[src/rtl/exec_pkg.sv]
// rtl/exec_pkg.sv - shared widths, ALU/MDU/branch/forward codes and MDU state type for the EX stage
package exec_pkg;

  localparam int XLEN_DEF = 32;
  localparam int RIDX_DEF = 5;

  localparam logic [3:0] ALU_ADD  = 4'd0;
  localparam logic [3:0] ALU_SUB  = 4'd1;
  localparam logic [3:0] ALU_AND  = 4'd2;
  localparam logic [3:0] ALU_OR   = 4'd3;
  localparam logic [3:0] ALU_XOR  = 4'd4;
  localparam logic [3:0] ALU_SLT  = 4'd5;
  localparam logic [3:0] ALU_SLTU = 4'd6;
  localparam logic [3:0] ALU_SLL  = 4'd7;
  localparam logic [3:0] ALU_SRL  = 4'd8;
  localparam logic [3:0] ALU_SRA  = 4'd9;

  localparam logic [2:0] MD_MUL    = 3'd0;
  localparam logic [2:0] MD_MULH   = 3'd1;
  localparam logic [2:0] MD_MULHSU = 3'd2;
  localparam logic [2:0] MD_MULHU  = 3'd3;
  localparam logic [2:0] MD_DIV    = 3'd4;
  localparam logic [2:0] MD_DIVU   = 3'd5;
  localparam logic [2:0] MD_REM    = 3'd6;
  localparam logic [2:0] MD_REMU   = 3'd7;

  localparam logic [2:0] BR_EQ  = 3'b000;
  localparam logic [2:0] BR_NE  = 3'b001;
  localparam logic [2:0] BR_LT  = 3'b100;
  localparam logic [2:0] BR_GE  = 3'b101;
  localparam logic [2:0] BR_LTU = 3'b110;
  localparam logic [2:0] BR_GEU = 3'b111;

  localparam logic [1:0] FWD_REG = 2'b00;
  localparam logic [1:0] FWD_W   = 2'b01;
  localparam logic [1:0] FWD_M   = 2'b10;

  typedef enum logic [1:0] {MDU_IDLE, MDU_BUSY, MDU_DONE} mdu_state_t;

  function automatic logic md_signed_a(input logic [2:0] op);
    return (op == MD_MULH) || (op == MD_MULHSU) || (op == MD_DIV) || (op == MD_REM);
  endfunction

  function automatic logic md_signed_b(input logic [2:0] op);
    return (op == MD_MULH) || (op == MD_DIV) || (op == MD_REM);
  endfunction

endpackage

[src/rtl/execute_stage_mdu_if.sv]
// rtl/execute_stage_mdu_if.sv - ID/EX inputs, hazard controls and EX/MEM outputs of the execute stage
interface execute_stage_mdu_if
  import exec_pkg::*;
#(
  parameter int XLEN = XLEN_DEF,
  parameter int RIDX = RIDX_DEF
);
  logic            stall_m_i, flush_e_i, valid_e;
  logic            reg_write_e, mem_write_e, branch_e, jump_e, jalr_e, alu_src_e, md_e;
  logic [1:0]      result_src_e;
  logic [2:0]      br_funct3_e;
  logic [3:0]      alu_ctrl_e;
  logic [2:0]      md_op_e;
  logic [XLEN-1:0] rd1_e, rd2_e, imm_ext_e, pc_e, pc_plus4_e, result_w;
  logic [RIDX-1:0] rd_e;
  logic [1:0]      forward_a_e, forward_b_e;

  logic            pc_src_e;
  logic [XLEN-1:0] pc_target_e;
  logic            busy_e;
  logic            valid_m, reg_write_m, mem_write_m;
  logic [1:0]      result_src_m;
  logic [RIDX-1:0] rd_m;
  logic [XLEN-1:0] pc_plus4_m, write_data_m, alu_result_m;

  modport master (
    output stall_m_i, flush_e_i, valid_e, reg_write_e, mem_write_e, branch_e, jump_e, jalr_e,
           alu_src_e, md_e, result_src_e, br_funct3_e, alu_ctrl_e, md_op_e, rd1_e, rd2_e,
           imm_ext_e, pc_e, pc_plus4_e, result_w, rd_e, forward_a_e, forward_b_e,
    input  pc_src_e, pc_target_e, busy_e, valid_m, reg_write_m, mem_write_m, result_src_m,
           rd_m, pc_plus4_m, write_data_m, alu_result_m
  );

  modport slave (
    input  stall_m_i, flush_e_i, valid_e, reg_write_e, mem_write_e, branch_e, jump_e, jalr_e,
           alu_src_e, md_e, result_src_e, br_funct3_e, alu_ctrl_e, md_op_e, rd1_e, rd2_e,
           imm_ext_e, pc_e, pc_plus4_e, result_w, rd_e, forward_a_e, forward_b_e,
    output pc_src_e, pc_target_e, busy_e, valid_m, reg_write_m, mem_write_m, result_src_m,
           rd_m, pc_plus4_m, write_data_m, alu_result_m
  );
endinterface

[src/rtl/execute_stage_mdu_mdu.sv]
// rtl/execute_stage_mdu_mdu.sv - iterative multiply/divide unit, one shift-add or restoring step per cycle
module mdu_iterative
  import exec_pkg::*;
#(
  parameter int XLEN   = XLEN_DEF,
  parameter bit MDU_EN = 1'b1
) (
  input  logic            clk,
  input  logic            rst,
  input  logic            start,
  input  logic            flush,
  input  logic            stall,
  input  logic [2:0]      op_in,
  input  logic [XLEN-1:0] a,
  input  logic [XLEN-1:0] b,
  output logic            busy,
  output logic [XLEN-1:0] result
);
  localparam int CW = $clog2(XLEN);

  mdu_state_t      state, state_nx;
  logic [CW-1:0]   cnt;
  logic [2:0]      op;
  logic [XLEN-1:0] acc_hi, acc_lo, opb, a_raw;
  logic            neg_q, neg_r, div_zero, ovf;
  logic            req, a_neg, b_neg;
  logic [XLEN-1:0] abs_a, abs_b;
  logic [XLEN:0]   mul_sum, div_tmp, div_diff;
  logic [2*XLEN-1:0] prod_s;
  logic [XLEN-1:0] quo, rem, res;

  assign req   = MDU_EN && start && !flush;
  assign busy  = req && (state != MDU_DONE);
  assign a_neg = md_signed_a(op_in) & a[XLEN-1];
  assign b_neg = md_signed_b(op_in) & b[XLEN-1];
  assign abs_a = a_neg ? -a : a;
  assign abs_b = b_neg ? -b : b;

  // acc_hi:acc_lo is the product for mul, remainder:quotient for div
  assign mul_sum  = {1'b0, acc_hi} + (acc_lo[0] ? {1'b0, opb} : '0);
  assign div_tmp  = {acc_hi, acc_lo[XLEN-1]};
  assign div_diff = div_tmp - {1'b0, opb};

  always_comb begin
    state_nx = state;
    case (state)
      MDU_IDLE: if (req) state_nx = MDU_BUSY;
      MDU_BUSY: begin
        if (!req)                      state_nx = MDU_IDLE;
        else if (cnt == CW'(XLEN - 1)) state_nx = MDU_DONE;
      end
      MDU_DONE: if (!req || !stall) state_nx = MDU_IDLE;
      default:  state_nx = MDU_IDLE;
    endcase
  end

  always_ff @(posedge clk or negedge rst) begin
    if (!rst) begin
      state    <= MDU_IDLE;
      cnt      <= '0;
      op       <= MD_MUL;
      acc_hi   <= '0;
      acc_lo   <= '0;
      opb      <= '0;
      a_raw    <= '0;
      neg_q    <= 1'b0;
      neg_r    <= 1'b0;
      div_zero <= 1'b0;
      ovf      <= 1'b0;
    end else begin
      state <= state_nx;
      case (state)
        MDU_IDLE: if (req) begin
          op       <= op_in;
          cnt      <= '0;
          acc_hi   <= '0;
          acc_lo   <= abs_a;
          opb      <= abs_b;
          a_raw    <= a;
          neg_q    <= a_neg ^ b_neg;
          neg_r    <= a_neg;
          div_zero <= (b == '0);
          ovf      <= md_signed_b(op_in) && op_in[2] &&
                      (a == {1'b1, {(XLEN-1){1'b0}}}) && (&b);
        end
        MDU_BUSY: begin
          cnt <= cnt + CW'(1);
          if (op[2]) begin
            acc_hi <= div_diff[XLEN] ? div_tmp[XLEN-1:0] : div_diff[XLEN-1:0];
            acc_lo <= {acc_lo[XLEN-2:0], ~div_diff[XLEN]};
          end else begin
            acc_hi <= mul_sum[XLEN:1];
            acc_lo <= {mul_sum[0], acc_lo[XLEN-1:1]};
          end
        end
        default: ;
      endcase
    end
  end

  always_comb begin
    res    = '0;
    prod_s = neg_q ? -{acc_hi, acc_lo} : {acc_hi, acc_lo};
    quo    = neg_q ? -acc_lo : acc_lo;
    rem    = neg_r ? -acc_hi : acc_hi;
    case (op)
      MD_MUL:                       res = prod_s[XLEN-1:0];
      MD_MULH, MD_MULHSU, MD_MULHU: res = prod_s[2*XLEN-1:XLEN];
      MD_DIV, MD_DIVU:              res = div_zero ? '1 : (ovf ? a_raw : quo);
      default:                      res = div_zero ? a_raw : (ovf ? '0 : rem);
    endcase
  end

  assign result = (state == MDU_DONE) ? res : '0;

endmodule

[src/rtl/execute_stage_mdu.sv]
// rtl/execute_stage_mdu.sv - RV32 execute stage: forwarding, ALU, branch/jump resolve, MDU and EX/MEM register
module execute_stage_mdu
  import exec_pkg::*;
#(
  parameter int XLEN   = XLEN_DEF,
  parameter int RIDX   = RIDX_DEF,
  parameter bit MDU_EN = 1'b1
) (
  input logic                clk,
  input logic                rst,
  execute_stage_mdu_if.slave ex
);
  localparam int SW = $clog2(XLEN);

  logic [XLEN-1:0] src_a, src_b_raw, src_b, alu_res, md_result, ex_result;
  logic [SW-1:0]   shamt;
  logic            br_cond, bubble;

  always_comb begin
    src_a = ex.rd1_e;
    case (ex.forward_a_e)
      FWD_W:   src_a = ex.result_w;
      FWD_M:   src_a = ex.alu_result_m;
      default: src_a = ex.rd1_e;
    endcase
    src_b_raw = ex.rd2_e;
    case (ex.forward_b_e)
      FWD_W:   src_b_raw = ex.result_w;
      FWD_M:   src_b_raw = ex.alu_result_m;
      default: src_b_raw = ex.rd2_e;
    endcase
  end

  assign src_b = ex.alu_src_e ? ex.imm_ext_e : src_b_raw;
  assign shamt = src_b[SW-1:0];

  always_comb begin
    alu_res = src_a + src_b;
    case (ex.alu_ctrl_e)
      ALU_SUB:  alu_res = src_a - src_b;
      ALU_AND:  alu_res = src_a & src_b;
      ALU_OR:   alu_res = src_a | src_b;
      ALU_XOR:  alu_res = src_a ^ src_b;
      ALU_SLT:  alu_res = {{(XLEN-1){1'b0}}, $signed(src_a) < $signed(src_b)};
      ALU_SLTU: alu_res = {{(XLEN-1){1'b0}}, src_a < src_b};
      ALU_SLL:  alu_res = src_a << shamt;
      ALU_SRL:  alu_res = src_a >> shamt;
      ALU_SRA:  alu_res = $unsigned($signed(src_a) >>> shamt);
      default:  alu_res = src_a + src_b;
    endcase
  end

  // Branches compare the register operands, never the immediate
  always_comb begin
    br_cond = 1'b0;
    case (ex.br_funct3_e)
      BR_EQ:   br_cond = (src_a == src_b_raw);
      BR_NE:   br_cond = (src_a != src_b_raw);
      BR_LT:   br_cond = ($signed(src_a) < $signed(src_b_raw));
      BR_GE:   br_cond = ($signed(src_a) >= $signed(src_b_raw));
      BR_LTU:  br_cond = (src_a < src_b_raw);
      BR_GEU:  br_cond = (src_a >= src_b_raw);
      default: br_cond = 1'b0;
    endcase
  end

  assign ex.pc_target_e = ex.jalr_e ? ((src_a + ex.imm_ext_e) & ~{{(XLEN-1){1'b0}}, 1'b1})
                                    : (ex.pc_e + ex.imm_ext_e);
  assign ex.pc_src_e = ex.valid_e & ~ex.flush_e_i & (ex.jump_e | (ex.branch_e & br_cond));

  mdu_iterative #(.XLEN(XLEN), .MDU_EN(MDU_EN)) u_mdu (
    .clk    (clk),
    .rst    (rst),
    .start  (ex.valid_e & ex.md_e),
    .flush  (ex.flush_e_i),
    .stall  (ex.stall_m_i),
    .op_in  (ex.md_op_e),
    .a      (src_a),
    .b      (src_b_raw),
    .busy   (ex.busy_e),
    .result (md_result)
  );

  assign ex_result = ex.md_e ? md_result : alu_res;
  assign bubble    = ex.flush_e_i | ex.busy_e | ~ex.valid_e;

  always_ff @(posedge clk or negedge rst) begin
    if (!rst) begin
      ex.valid_m      <= 1'b0;
      ex.reg_write_m  <= 1'b0;
      ex.mem_write_m  <= 1'b0;
      ex.result_src_m <= 2'b00;
      ex.rd_m         <= {RIDX{1'b0}};
      ex.pc_plus4_m   <= '0;
      ex.write_data_m <= '0;
      ex.alu_result_m <= '0;
    end else if (!ex.stall_m_i) begin
      ex.valid_m      <= ~bubble;
      ex.reg_write_m  <= ex.reg_write_e & ~bubble;
      ex.mem_write_m  <= ex.mem_write_e & ~bubble;
      ex.result_src_m <= ex.result_src_e;
      ex.rd_m         <= ex.rd_e;
      ex.pc_plus4_m   <= ex.pc_plus4_e;
      ex.write_data_m <= src_b_raw;
      ex.alu_result_m <= ex_result;
    end
  end

endmodule

[src/flat_wrapper.sv]
// flat-port wrapper written by rule: the top's interface ports become plain ports
module execute_stage_mdu_flat import exec_pkg::*;
#(
  parameter int XLEN   = XLEN_DEF,
  parameter int RIDX   = RIDX_DEF,
  parameter bit MDU_EN = 1'b1
)
  (clk, rst, ex_stall_m_i, ex_flush_e_i, ex_valid_e, ex_reg_write_e, ex_mem_write_e, ex_branch_e, ex_jump_e, ex_jalr_e, ex_alu_src_e, ex_md_e, ex_result_src_e, ex_br_funct3_e, ex_alu_ctrl_e, ex_md_op_e, ex_rd1_e, ex_rd2_e, ex_imm_ext_e, ex_pc_e, ex_pc_plus4_e, ex_result_w, ex_rd_e, ex_forward_a_e, ex_forward_b_e, ex_pc_src_e, ex_pc_target_e, ex_busy_e, ex_valid_m, ex_reg_write_m, ex_mem_write_m, ex_result_src_m, ex_rd_m, ex_pc_plus4_m, ex_write_data_m, ex_alu_result_m);
  execute_stage_mdu_if #(.XLEN(XLEN), .RIDX(RIDX)) ex_i ();
  input logic clk;
  input logic rst;
  input wire logic [$bits(ex_i.stall_m_i)-1:0] ex_stall_m_i;
  input wire logic [$bits(ex_i.flush_e_i)-1:0] ex_flush_e_i;
  input wire logic [$bits(ex_i.valid_e)-1:0] ex_valid_e;
  input wire logic [$bits(ex_i.reg_write_e)-1:0] ex_reg_write_e;
  input wire logic [$bits(ex_i.mem_write_e)-1:0] ex_mem_write_e;
  input wire logic [$bits(ex_i.branch_e)-1:0] ex_branch_e;
  input wire logic [$bits(ex_i.jump_e)-1:0] ex_jump_e;
  input wire logic [$bits(ex_i.jalr_e)-1:0] ex_jalr_e;
  input wire logic [$bits(ex_i.alu_src_e)-1:0] ex_alu_src_e;
  input wire logic [$bits(ex_i.md_e)-1:0] ex_md_e;
  input wire logic [$bits(ex_i.result_src_e)-1:0] ex_result_src_e;
  input wire logic [$bits(ex_i.br_funct3_e)-1:0] ex_br_funct3_e;
  input wire logic [$bits(ex_i.alu_ctrl_e)-1:0] ex_alu_ctrl_e;
  input wire logic [$bits(ex_i.md_op_e)-1:0] ex_md_op_e;
  input wire logic [$bits(ex_i.rd1_e)-1:0] ex_rd1_e;
  input wire logic [$bits(ex_i.rd2_e)-1:0] ex_rd2_e;
  input wire logic [$bits(ex_i.imm_ext_e)-1:0] ex_imm_ext_e;
  input wire logic [$bits(ex_i.pc_e)-1:0] ex_pc_e;
  input wire logic [$bits(ex_i.pc_plus4_e)-1:0] ex_pc_plus4_e;
  input wire logic [$bits(ex_i.result_w)-1:0] ex_result_w;
  input wire logic [$bits(ex_i.rd_e)-1:0] ex_rd_e;
  input wire logic [$bits(ex_i.forward_a_e)-1:0] ex_forward_a_e;
  input wire logic [$bits(ex_i.forward_b_e)-1:0] ex_forward_b_e;
  output wire logic [$bits(ex_i.pc_src_e)-1:0] ex_pc_src_e;
  output wire logic [$bits(ex_i.pc_target_e)-1:0] ex_pc_target_e;
  output wire logic [$bits(ex_i.busy_e)-1:0] ex_busy_e;
  output wire logic [$bits(ex_i.valid_m)-1:0] ex_valid_m;
  output wire logic [$bits(ex_i.reg_write_m)-1:0] ex_reg_write_m;
  output wire logic [$bits(ex_i.mem_write_m)-1:0] ex_mem_write_m;
  output wire logic [$bits(ex_i.result_src_m)-1:0] ex_result_src_m;
  output wire logic [$bits(ex_i.rd_m)-1:0] ex_rd_m;
  output wire logic [$bits(ex_i.pc_plus4_m)-1:0] ex_pc_plus4_m;
  output wire logic [$bits(ex_i.write_data_m)-1:0] ex_write_data_m;
  output wire logic [$bits(ex_i.alu_result_m)-1:0] ex_alu_result_m;
  assign ex_i.stall_m_i = ex_stall_m_i;
  assign ex_i.flush_e_i = ex_flush_e_i;
  assign ex_i.valid_e = ex_valid_e;
  assign ex_i.reg_write_e = ex_reg_write_e;
  assign ex_i.mem_write_e = ex_mem_write_e;
  assign ex_i.branch_e = ex_branch_e;
  assign ex_i.jump_e = ex_jump_e;
  assign ex_i.jalr_e = ex_jalr_e;
  assign ex_i.alu_src_e = ex_alu_src_e;
  assign ex_i.md_e = ex_md_e;
  assign ex_i.result_src_e = ex_result_src_e;
  assign ex_i.br_funct3_e = ex_br_funct3_e;
  assign ex_i.alu_ctrl_e = ex_alu_ctrl_e;
  assign ex_i.md_op_e = ex_md_op_e;
  assign ex_i.rd1_e = ex_rd1_e;
  assign ex_i.rd2_e = ex_rd2_e;
  assign ex_i.imm_ext_e = ex_imm_ext_e;
  assign ex_i.pc_e = ex_pc_e;
  assign ex_i.pc_plus4_e = ex_pc_plus4_e;
  assign ex_i.result_w = ex_result_w;
  assign ex_i.rd_e = ex_rd_e;
  assign ex_i.forward_a_e = ex_forward_a_e;
  assign ex_i.forward_b_e = ex_forward_b_e;
  assign ex_pc_src_e = ex_i.pc_src_e;
  assign ex_pc_target_e = ex_i.pc_target_e;
  assign ex_busy_e = ex_i.busy_e;
  assign ex_valid_m = ex_i.valid_m;
  assign ex_reg_write_m = ex_i.reg_write_m;
  assign ex_mem_write_m = ex_i.mem_write_m;
  assign ex_result_src_m = ex_i.result_src_m;
  assign ex_rd_m = ex_i.rd_m;
  assign ex_pc_plus4_m = ex_i.pc_plus4_m;
  assign ex_write_data_m = ex_i.write_data_m;
  assign ex_alu_result_m = ex_i.alu_result_m;
  execute_stage_mdu #(.XLEN(XLEN), .RIDX(RIDX), .MDU_EN(MDU_EN)) u_core (.clk(clk), .rst(rst), .ex(ex_i));
endmodule
[config.mk]
export PLATFORM = sky130hd
export DESIGN_NAME = execute_stage_mdu_flat
export DESIGN_NICKNAME = d
export VERILOG_FILES = /design/src/rtl/exec_pkg.sv /design/src/rtl/execute_stage_mdu_if.sv /design/src/rtl/execute_stage_mdu_mdu.sv /design/src/rtl/execute_stage_mdu.sv /design/src/flat_wrapper.sv
export SDC_FILE = /design/constraint.sdc
export NUM_CORES = 2
export LEC_CHECK = 0
export ABC_AREA = 1
export BUFFER_PORTS_ARGS = -buffer_cell sky130_fd_sc_hd__buf_2
export CAP_MARGIN = 40
export CORE_MARGIN = 2
export CORE_UTILIZATION = 44
export CTS_CLUSTER_DIAMETER = 30
export DETAILED_ROUTE_END_ITERATION = 16
export PLACE_DENSITY_LB_ADDON = 0.12
export RECOVER_POWER = 25
export SLEW_MARGIN = 20
export SYNTH_ARGS = -nofsm -noshare
export SYNTH_HDL_FRONTEND = slang
export SYNTH_SLANG_ARGS = --single-unit
[constraint.sdc]
create_clock -name clk -period 8.4 [get_ports clk]
set_clock_uncertainty 0.15 [all_clocks]
set_input_delay 0.42 -clock clk [delete_from_list [all_inputs] [get_ports clk]]
set_output_delay 0.42 -clock clk [all_outputs]
set_load 0.05 [all_outputs]
==> run_results.csv <==
group,metric,value,unit
clock_network,cts_made_buffers,77,
timing,timing.hold.ws,0.0338,ns
synthesis,synth_xor_area_share,2.60,%
synthesis,synth_top_area_share,17.6,%
finish,fin_area,0.0411,mm²
place,hpwl,164,mm
global_route,grt_max_degree,131,
synthesis,syn_area,0.0353,mm²
finish,fillCellCount,8475,
synthesis,synthSimpleGateAreaFrac,36.8,%
timing,setup_viol,0,
timing,timing.final.ws_setup,2.25,ns
timing,tns,0,ns
setup_path,critical_path.cell_chain,"buf_2 -> inv_1 -> ha_2 -> clkinv_2 -> buf_4 -> o21ai_2 -> inv_1 -> ha_1 -> nand2_1 -> nor4_1 -> nand4_1 -> nor2_1 -> nor2_1 -> nand3_1 -> nand2_1 -> nor2_1 -> nor2_1 -> nand2_1 -> nand2_1 -> a21oi_1 -> buf_2",
die,initial_utilization,44.6,%
synthesis,synthFlopType,"dfrtp_1",
die,die_area,0.0826,mm²
setup_path,critPathTopFamily,"buffers and inverters",
setup_path,start_kind,"primary input",
synthesis,ys_types,59,
clock_network,cts-htree-levels,3,
timing,fin_crit_sh,73.2,%
clock_network,clockRootBuffer,"clkbuf_16",
clock_network,path_clk_slew,0.05,ns
setup_path,slowest_stage,"o21ai_2",
route,drt_iter0_markers,7408,
setup_path,r2r-start,"u_core.ex.alu_result_m[17]",
pwr,pwr_density_cell,288,mW/mm²
synthesis,synth_top_family_by_area,"simple AND/OR/NAND/NOR gates",
synthesis,synthArstFlopShare,100,%
place,routabilityCongestion,1.14,
synthesis,synth-adder-area-share,9.60,%
timing,relSlewSlack,-145,%
finish,layout-drive-gt1-share,11.1,%
clock_network,clock_latency,0.64,ns
synthesis,synth-seq-area-share,17.6,%
global_route,antenna_found_initial,20,
timing,tightest_slew,3.67,ns
synthesis,synth-compound-area-share,23.6,%
clock_network,postCtsSetupBuffers,0,
die,coreArea,0.0793,mm²
place,portBuffers,364,
setup_path,worstReg2RegEnd,"u_core.ex.alu_result_m[28]",
route,drc,0,
pwr,power_leakage,0.0204,µW
route,wl,209,mm
route,viasPerCell,6.26,
clock_network,clk_path_buf_depth,3,
synthesis,yosys_warnings,0,
route,wl_per_cell,28.0,µm
outcome,violations,"capacitance limit, slew limit",
route,postRouteAntennaNets,0,
place,placed_area,0.0380,mm²
setup_path,regToRegSetupSlack,3.38,ns
synthesis,syn_area_per_cell,5.83,µm²
synthesis,syn_nets,6552,
setup_path,worst-path-max-fanout,37,
global_route,overflow,0,
synthesis,synthTopCellsByArea,"dfrtp_1 (18%), nand2_1 (17%), nand3_1 (9.5%)",
hold_path,hp-class,"primary input to flip-flop",
die,core.rowCount,103,
setup_path,setup.worst_path.end,"ex_pc_src_e",
synthesis,synth_edf_count,0,
setup_path,crit_buf_inv,6,
timing,rsz0062_at_grt,"no",
route,vias,46800,
synthesis,syn-instance-count,6059,
finish,area_delta_synth_final,16.3,%
timing,timing_hold_violations_final,0,
synthesis,ys_ff_latch,248,
setup_path,worstSetupPathType,"primary input to output pin",
synthesis,synth_top_area_cell,"dfrtp_1",
setup_path,critPathLaunch,"ex_forward_a_e[0]",
timing,finalCriticalPeriod,6.15,ns
job,maxCapViolCount,2,
place,pre_cts_slack,2.20,ns
clock_network,cts_tree,"yes",
setup_path,cp-end-kind,"output pin",
route,firstDrtPassIters,8,
global_route,grt_pass1_vias,43200,
setup_path,crit_required,7.83,ns
setup_path,rr_worst_depth,18,
timing,max_freq,0.163,GHz
timing,slew_viol_final,139,
die,die_w,287,µm
setup_path,critPathMaxStageDelay,0.71,ns
pwr,peakVddDrop,0.000177,V
die,die_y,287,µm
global_route,grt_pass1_wl,297,mm
synthesis,synth.area.mux_share,0.0283,%
die,io_pins,365,
global_route,track_usage,48.9,%
outcome,status,"finished, violations left",
finish,final_nets,6850,
setup_path,critPathArrivalTime,5.58,ns
setup_path,worst-path-stages,21,
clock_network,clkSinkCount,248,
[state kept, by name (all words and copies together) (netlist names)]
name and cells:
u_core.ex.alu_result_m 32, u_core.ex.pc_plus4_m 32, u_core.ex.write_data_m 32, u_core.u_mdu.a_raw 32, u_core.u_mdu.acc_hi 32, u_core.u_mdu.acc_lo 32
u_core.u_mdu.opb 32, u_core.ex.rd_m 5, u_core.u_mdu.cnt 5, u_core.u_mdu.op 3, u_core.ex.result_src_m 2, u_core.u_mdu.state 2
u_core.ex.mem_write_m 1, u_core.ex.reg_write_m 1, u_core.ex.valid_m 1, u_core.u_mdu.div_zero 1, u_core.u_mdu.neg_q 1, u_core.u_mdu.neg_r 1
u_core.u_mdu.ovf 1
[layer usage]
| layer | wire length, µm | share of wire, % | up-vias | GRT usage, % |
|---|---|---|---|---|
| met5 | 307 | 0.15 | - | 0 |
| met4 | 20600 | 9.9 | 18 | 38.7 |
| met3 | 26200 | 13 | 969 | 16.1 |
| met2 | 87100 | 42 | 3357 | 73.4 |
| met1 | 74700 | 36 | 21400 | 57.0 |
| li1 | - | - | 21000 | - |
[synthesized netlist by cell type (all sizes together), types with 58 or more instances]
cell type / count
nand4: 66
a21oi: 540
clkbuf: 191
nand3: 675
dfrtp: 248
nor2: 519
o211ai: 58
inv: 607
nand2: 1639
nor3: 77
ha: 263
buf: 82
o21ai: 666
xor2: 89
[per-stage QoR]
step / util [%] / std cells / total power (µW)
after global routing: 51.8 / 7473 / 12400
after global placement: 47.8 / 7264 / 8610
final: 51.8 / 7476 / 11800
after detailed placement: 47.9 / 7274 / 8630
after floorplan: - / 6059 / 6220
after CTS: 51.7 / 7457 / 11500
[cell type report]
type / count / area, µm² / area share (%)
clock inverter: 35 / 405 / 0.987
tap: 1050 / 1310 / 3.20
antenna: 9 / 22.5 / 0.0548
sequential: 248 / 6210 / 15.1
inverter: 614 / 2310 / 5.61
clock buffer: 104 / 2120 / 5.16
timing repair buffer: 492 / 3020 / 7.35
multi-input combinational: 4924 / 25700 / 62.5
[where the power goes]
group          internal (µW)  switching, µW  total [µW]  leakage (µW)
combinational           1930           5060        6990        0.0162
clock                   1850            985        2830       0.00121
sequential              1460            565        2020       0.00306
[placed cells by master (no fill, tap or decap), types with 35 or more instances in the layout]
cell type,netlist,final
nand2_1,1629,1626
nand3_1,670,670
inv_1,590,586
o21ai_0,566,566
a21oi_1,540,540
nor2_1,504,500
buf_2,49,364
ha_1,263,260
dfrtp_1,248,246
xor2_1,89,89
clkbuf_16,0,78
nor3_1,75,75
buf_4,5,67
nand4_1,65,65
o211ai_1,58,58
o21ai_1,55,54
a31oi_1,48,48
dlygate4sd3_1,0,44
o21ai_2,38,38
or2_2,35,35
[worst min-delay path: stages]
cell,delay [ns]
buf_2,0.15
inv_1,0.10
o21ai_0,0.10
[cell families after synthesis]
family	after synthesis
flip-flops	248
buffers and inverters	887
AO/OA/AOI/OAI	1486
adder cells (fa/ha/maj)	268
XOR/XNOR	105
multiplexers	1
AND/OR/NAND/NOR	3064
[what timing repair did]
item                      CTS  global route
hold buffers               44             0
gates resized for setup     0             0
hold endpoints to repair  161             0
[how the worst min path moves through the flow]
stage	slack, ns	cells after the start	end	startpoint
finish	0.03	3	u_core.u_mdu.op[0]	ex_md_op_e[0]
global route	0.05	3	u_core.u_mdu.op[0]	ex_md_op_e[0]
CTS	0.004	3	u_core.u_mdu.op[0]	ex_md_op_e[0]
detailed placement	0.31	2	u_core.ex.reg_write_m	u_core.ex.reg_write_m
global placement	0.31	2	u_core.ex.pc_plus4_m[12]	u_core.ex.pc_plus4_m[12]
floorplan	-0.03	0	u_core.ex.alu_result_m[0]	rst
No activity file was read; power rests on OpenSTA's default activity.
